$ cat config.mk
export PLATFORM = sky130hd
export DESIGN_NAME = chunked_serial_adder
export DESIGN_NICKNAME = d
export VERILOG_FILES = /design/src/rtl/chunked_serial_adder.sv
export SDC_FILE = /design/constraint.sdc
export NUM_CORES = 1
export LEC_CHECK = 0
export ABC_AREA = 1
export BUFFER_PORTS_ARGS = -buffer_cell sky130_fd_sc_hd__buf_4
export CELL_PAD_IN_SITES_DETAIL_PLACEMENT = 1
export CELL_PAD_IN_SITES_GLOBAL_PLACEMENT = 1
export CORE_MARGIN = 2
export CORE_UTILIZATION = 45
export DETAILED_ROUTE_END_ITERATION = 10
export HOLD_SLACK_MARGIN = 0.1
export PLACE_DENSITY_LB_ADDON = 0.1
export REMOVE_ABC_BUFFERS = 1
export SLEW_MARGIN = 20
export SYNTH_ARGS = -nofsm -noshare
export SYNTH_HDL_FRONTEND = slang
export SYNTH_SLANG_ARGS = --single-unit
$ cat constraint.sdc
create_clock -name clk -period 3.5 [get_ports clk]
set_clock_uncertainty 0.1 [all_clocks]
set_input_delay 0.7 -clock clk [delete_from_list [all_inputs] [get_ports clk]]
set_output_delay 0.7 -clock clk [all_outputs]
set_load 0.01 [all_outputs]
$ cat src/rtl/chunked_serial_adder.sv
// Multi-cycle adder: sums two WIDTH-bit operands plus carry-in, CHUNK bits per clock,
// with a registered inter-chunk carry and a start/busy/done handshake.
module chunked_serial_adder #(
    parameter int unsigned WIDTH = 16,
    parameter int unsigned CHUNK = 4
) (
    input  logic             clk,
    input  logic             rst_n,
    input  logic             start,
    input  logic [WIDTH-1:0] a,
    input  logic [WIDTH-1:0] b,
    input  logic             cin,
    output logic             busy,
    output logic             done,
    output logic [WIDTH-1:0] sum,
    output logic             cout,
    output logic             overflow
);
    localparam int unsigned NCHUNK = WIDTH / CHUNK;
    localparam int unsigned CNT_W  = (NCHUNK > 1) ? $clog2(NCHUNK) : 1;
    localparam logic [CNT_W-1:0] LAST = CNT_W'(NCHUNK - 1);

    localparam logic [1:0] IDLE = 2'd0;
    localparam logic [1:0] RUN  = 2'd1;
    localparam logic [1:0] DONE = 2'd2;

    logic [1:0]       state_q, state_d;
    logic [WIDTH-1:0] a_q, a_d, b_q, b_d;
    logic [WIDTH-1:0] work_q, work_d;
    logic [WIDTH-1:0] sum_q, sum_d;
    logic             carry_q, carry_d;
    logic             cout_q, cout_d;
    logic             ovf_q, ovf_d;
    logic [CNT_W-1:0] cnt_q, cnt_d;
    logic [CHUNK:0]   chunk_add;

    // Operand regs shift right one chunk per RUN cycle, so the active chunk always sits at bit 0.
    assign chunk_add = {1'b0, a_q[CHUNK-1:0]} + {1'b0, b_q[CHUNK-1:0]}
                     + {{CHUNK{1'b0}}, carry_q};

    always_comb begin
        state_d = state_q;
        a_d     = a_q;
        b_d     = b_q;
        work_d  = work_q;
        sum_d   = sum_q;
        carry_d = carry_q;
        cout_d  = cout_q;
        ovf_d   = ovf_q;
        cnt_d   = cnt_q;
        case (state_q)
            RUN: begin
                a_d     = a_q >> CHUNK;
                b_d     = b_q >> CHUNK;
                carry_d = chunk_add[CHUNK];
                // Result chunks enter at the top and move down, so the last one lands at the MSBs.
                work_d  = (work_q >> CHUNK)
                        | (WIDTH'(chunk_add[CHUNK-1:0]) << (WIDTH - CHUNK));
                if (cnt_q == LAST) begin
                    state_d = DONE;
                    sum_d   = work_d;
                    cout_d  = chunk_add[CHUNK];
                    ovf_d   = (a_q[CHUNK-1] == b_q[CHUNK-1])
                            && (chunk_add[CHUNK-1] != a_q[CHUNK-1]);
                end else begin
                    cnt_d = cnt_q + CNT_W'(1);
                end
            end
            default: begin
                if (start) begin
                    state_d = RUN;
                    a_d     = a;
                    b_d     = b;
                    carry_d = cin;
                    cnt_d   = '0;
                    work_d  = '0;
                end else begin
                    state_d = IDLE;
                end
            end
        endcase
    end

    always_ff @(posedge clk or negedge rst_n) begin
        if (!rst_n) begin
            state_q <= IDLE;
            a_q     <= '0;
            b_q     <= '0;
            work_q  <= '0;
            sum_q   <= '0;
            carry_q <= 1'b0;
            cout_q  <= 1'b0;
            ovf_q   <= 1'b0;
            cnt_q   <= '0;
        end else begin
            state_q <= state_d;
            a_q     <= a_d;
            b_q     <= b_d;
            work_q  <= work_d;
            sum_q   <= sum_d;
            carry_q <= carry_d;
            cout_q  <= cout_d;
            ovf_q   <= ovf_d;
            cnt_q   <= cnt_d;
        end
    end

    assign busy     = (state_q == RUN);
    assign done     = (state_q == DONE);
    assign sum      = sum_q;
    assign cout     = cout_q;
    assign overflow = ovf_q;
endmodule

Yosys cells after proc, flatten, opt, wreduce, memory -nomap -nowiden
Cells that the tools add are included.
{ "classes": {"reduce_logical": 4, "eq_ne": 7, "n_bitwise": 1, "muxes": 14, "addsub": 3} }
{ "ops": {"columns": ["op", "count"], "rows": [
  ["2-to-1 mux 16 bit", 6],
  ["bitwise OR 12 x 16 -> 16 bit", 1],
  ["2-to-1 mux 2 bit", 5],
  ["adder 4 x 4 -> 5 bit", 1],
  ["adder 5 x 1 -> 5 bit", 1],
  ["== test 2 bit (second input constant)", 2],
  ["AND reduction 2 bit", 2],
  ["2-to-1 mux 1 bit", 3],
  ["adder 2 x 1 -> 2 bit (second input constant)", 1],
  ["== test 2 x 1 -> 1 bit (second input constant)", 1],
  ["!= test 2 x 1 -> 1 bit (second input constant)", 1],
  ["!= test 2 bit (second input constant)", 1],
  ["nonzero test 2 bit", 1],
  ["== test 1 bit", 1],
  ["logical AND 1 bit", 1],
  ["!= test 1 bit", 1]
]} }
{ "totals": {"reg_bits": 71, "word_cells": 38, "inputBits": 36, "output_inout_bits": 20} }

Logic depth before layout (Yosys ltp)
{ "logic_depth": {"ltp_word": 4, "ltp_mapped": 8, "mapped_depth_nobuf": 8} }

Worst setup path before layout
Ideal clock, no wire load.
{ "synth_timing": {"path_kind": "reg-to-reg", "from": "register a_q[0]", "to": "register cout_q (netlist: cout)", "synth_period_minus_slack_ns": 1.783, "t_required_ns": 3.284, "setup_slack_ns": 1.717, "path_buffers": 0, "setup_time_ns": 0.116, "stages_incl_launch_ff": 7, "arrival_ns": 1.566, "cell_sequence": "dfrtp_1 fa_1 fa_1 a21oi_1 o21bai_1 nand2_1 nand2_1"} }
{ "synth_via": {"elab_chain_len": 2} }
{ "synth_lines": {"columns": ["item", "line_no", "text"], "rows": [
  ["from (decl)", "28", "logic [WIDTH-1:0] a_q, a_d, b_q, b_d;"],
  ["from (signal assigned)", "87", "a_q <= '0;"],
  ["from (signal assigned)", "97", "a_q <= a_d;"],
  ["adder 4 x 4 -> 5 bit", "38", "assign chunk_add = {1'b0, a_q[CHUNK-1:0]} + {1'b0, b_q[CHUNK-1:0]}"],
  ["adder 5 x 1 -> 5 bit", "39", "+ {{CHUNK{1'b0}}, carry_q};"],
  ["to (signal assigned)", "102", "cout_q <= cout_d;"],
  ["to (decl)", "32", "logic cout_q, cout_d;"]
]} }
Every way passes these cells.
A chain may end at the register's enable or synchronous reset.

Final worst setup path
{ "layout_timing": {"from": "register state_q[1]", "to": "output port busy"} }
{ "layout_via": {"elab_chain_len": 1} }
{ "layout_lines": {"columns": ["item", "line_no", "text"], "rows": [
  ["from (decl)", "27", "logic [1:0] state_q, state_d;"],
  ["from (signal assigned)", "96", "state_q <= state_d;"],
  ["== test 2 x 1 -> 1 bit", "108", "assign busy = (state_q == RUN);"],
  ["to (decl)", "13", "output logic busy,"]
]} }
Every way passes these cells.

==> flow_metrics.env <==
export IMPL_placement_io_buffers=55
export IMPL_critical_path_class="register to primary output"
export IMPL_peakVddDrop_uv=265
export IMPL_initial_core_util=0.460
export IMPL_setup_viol=0
export IMPL_fp_dieH_um=86.9
export IMPL_rrSetupSlack_ns=1.53
export IMPL_wl_per_cell_um=14.4
export IMPL_synth_cell_types=26
export IMPL_dieArea_mm2=0.00755
export IMPL_hold_viol_final=0
export IMPL_rr_worst_depth=6
export IMPL_syn_inst=319
export IMPL_met3_usage=0.0370
export IMPL_finalCritPeriodShare=0.673
export IMPL_seq_power_share=0.397
export IMPL_post_cts_buffers=0
export IMPL_cts_root_buf="clkbuf_8"
export IMPL_p_sw_mw=1.24
export IMPL_viasPerCell=5.13
export IMPL_top_usage_layer="met2"
export IMPL_dp_hpwl_um=4190
export IMPL_synthesis_area_mm2=0.00309
export IMPL_worstPathRequired_ns=2.70
export IMPL_slew_headroom=0.440
export IMPL_grt_use_met1=0.263
export IMPL_drc_errors=0
export IMPL_setup_tns_ns=0
export IMPL_rr_startpoint="a_q[0]"
export IMPL_tightest_slew_ns=0.840
export IMPL_cts_resized=0
export IMPL_numCtsBuffers=9
export IMPL_vias=2324
export IMPL_syn_to_final_growth_pct=17.1
export IMPL_cp_arrival_ns=1.55
export IMPL_holdCritPathClass="input pin to asynchronous set/reset pin"
export IMPL_first_pass_iters=4
export IMPL_outcome="completed"
export IMPL_p_clk_frac=0.195
export IMPL_switching_share=0.403
export IMPL_globalplace_congestion=0.701
export IMPL_drive_gt1_frac=0.273
export IMPL_antenna_found_initial=0
export IMPL_power_density_mw_per_mm2=851
export IMPL_final_common_cell="nand2_1"
export IMPL_crit_path_start_kind="register"
export IMPL_combPwrFrac=0.407
export IMPL_synth_seq_cells=67
export IMPL_postRouteAntennaNets=0
export IMPL_synthFlopType="dfrtp_1"
export IMPL_pin_count=56
export IMPL_antenna_cells=0
export IMPL_cts_tree="done"
export IMPL_end_kind="primary output"
export IMPL_clkTransAtPathRegs_ns=0.08
export IMPL_fillers=788
export IMPL_fin_nets=410
export IMPL_hold_ws_ns=0.356
export IMPL_holdBufCountCts=0
export IMPL_coreArea_mm2=0.00672
export IMPL_overflow=0
export IMPL_synth_edf_count=0
export IMPL_grt_pass1_wl_um=11400
export IMPL_clock_sinks=67
export IMPL_grt_usage=0.193
export IMPL_maxSlewViolCount=0
export IMPL_async_reset_ff_frac=1.00
export IMPL_grt_pass1_vias=2322
export IMPL_final_cell_mix="101 x nand2_1, 67 x dfrtp_1, 55 x buf_4, 48 x nand3_1, 21 x inv_1"
export IMPL_rsz0062_at_grt="false"
export IMPL_path_max_fanout=39
export IMPL_yosysSeqAreaShare=0.543
export IMPL_avgSynthCellArea_um2=9.69
export IMPL_leakage_nw=1.83
export IMPL_drt_iter0_markers=60
export IMPL_clk_latency_ns=0.34
export IMPL_clock_path_buffers=2
export IMPL_rows=30
export IMPL_maxCapViolations=0
export IMPL_r2r_end="cout"
export IMPL_die_w_um=86.9
export IMPL_p_int_mw=1.84
export IMPL_ys_warn_count=0
export IMPL_fmax_ghz=0.425
export IMPL_cts_htree_levels=3
export IMPL_gr_usage_met2=0.307
export IMPL_wl_um=6520
export IMPL_grt_max_degree=68
export IMPL_timing_final_crit_period_ns=2.35
cells in the mapped netlist (2+ instances only):
master,count,area [um2]
nand3_2,8,80.1
nor2_1,3,11.3
nand3_1,48,240
buf_2,3,15.0
buf_6,6,67.6
a21oi_1,10,50.1
o22ai_1,11,68.8
nand2_1,101,379
buf_8,3,45.0
nand2_4,2,22.5
inv_4,3,18.8
fa_1,2,40.0
buf_4,3,22.5
dfrtp_1,67,1680
inv_1,21,78.8
ha_1,4,50.1
o21ai_2,15,131
per-layer routing:
metal	wire, um	part of all wire	up-vias
li1	-	-	1138
met1	3030	0.46	1130
met2	3160	0.48	46
met3	237	0.036	10
met4	91	0.014	0
met5	0	0	-
worst max-delay path by stage:
| stage | startpoint | endpoint | cells after the start |
|---|---|---|---|
| 6_report | state_q[1] | busy | 4 |
| 5_1_grt | state_q[1] | busy | 4 |
| 4_1_cts | state_q[1] | busy | 4 |
| 3_5_place_dp | start | carry_q | 8 |
| 3_3_place_gp | state_q[1] | busy | 4 |
| 2_1_floorplan | a_q[0] | work_q[14] | 4 |
final cells by class:
| class | instances | area (um2) | share of cell area |
|---|---|---|---|
| inverter | 26 | 118 | 0.0325 |
| tap | 80 | 100 | 0.0277 |
| clock inverter | 5 | 37.5 | 0.0104 |
| timing repair buffer | 55 | 413 | 0.114 |
| multi-input combinational | 209 | 1120 | 0.310 |
| sequential | 67 | 1680 | 0.463 |
| clock buffer | 11 | 151 | 0.0418 |
registers in the layout (all words and copies together) (netlist names):
name	cells
a_q	16
b_q	16
carry_q	1
cnt_q	2
cout	1
overflow	1
state_q	2
sum	16
work_q	12
per-stage QoR:
step                power (mW)  setup WS (ns)  cells  cell area, um2   util
global route              3.35           1.02    453            3620  0.539
global placement          2.45           1.53    437            3430  0.510
CTS                       3.13           1.11    453            3620  0.539
floorplan                 2.07           1.71    302            2920      -
finish                    3.08           1.15    453            3620  0.539
detailed placement        2.51           1.49    437            3430  0.510
critical path, cell delays in order, from the launching register on:
cell	delay [ns]
dfrtp_1	0.38
inv_2	0.07
nand2_4	0.29
inv_12	0.29
buf_4	0.16
kinds of logic (layout without fill, tap and decap cells):
group | Yosys count | count (layout) | share of synthesized area
buffers and inverters | 43 | 97 | 0.0943
XOR/XNOR | 1 | 1 | 0.00283
AO/OA/AOI/OAI | 39 | 39 | 0.0875
AND/OR/NAND/NOR | 163 | 163 | 0.244
flip-flops | 67 | 67 | 0.543
adder cells (fa/ha/maj) | 6 | 6 | 0.0292
power by group through the flow:
| stage | Sequential [mW] | Combinational (mW) | Clock [mW] |
|---|---|---|---|
| 6_report | 1.22 | 1.26 | 0.601 |
| 5_1_grt | 1.26 | 1.44 | 0.651 |
| 4_1_cts | 1.23 | 1.28 | 0.619 |
| 3_5_place_dp | 1.24 | 1.27 | 0 |
| 3_3_place_gp | 1.23 | 1.22 | 0 |
| 2_1_floorplan | 1.25 | 0.822 | 0 |
Power figures use the tool's default switching activity.
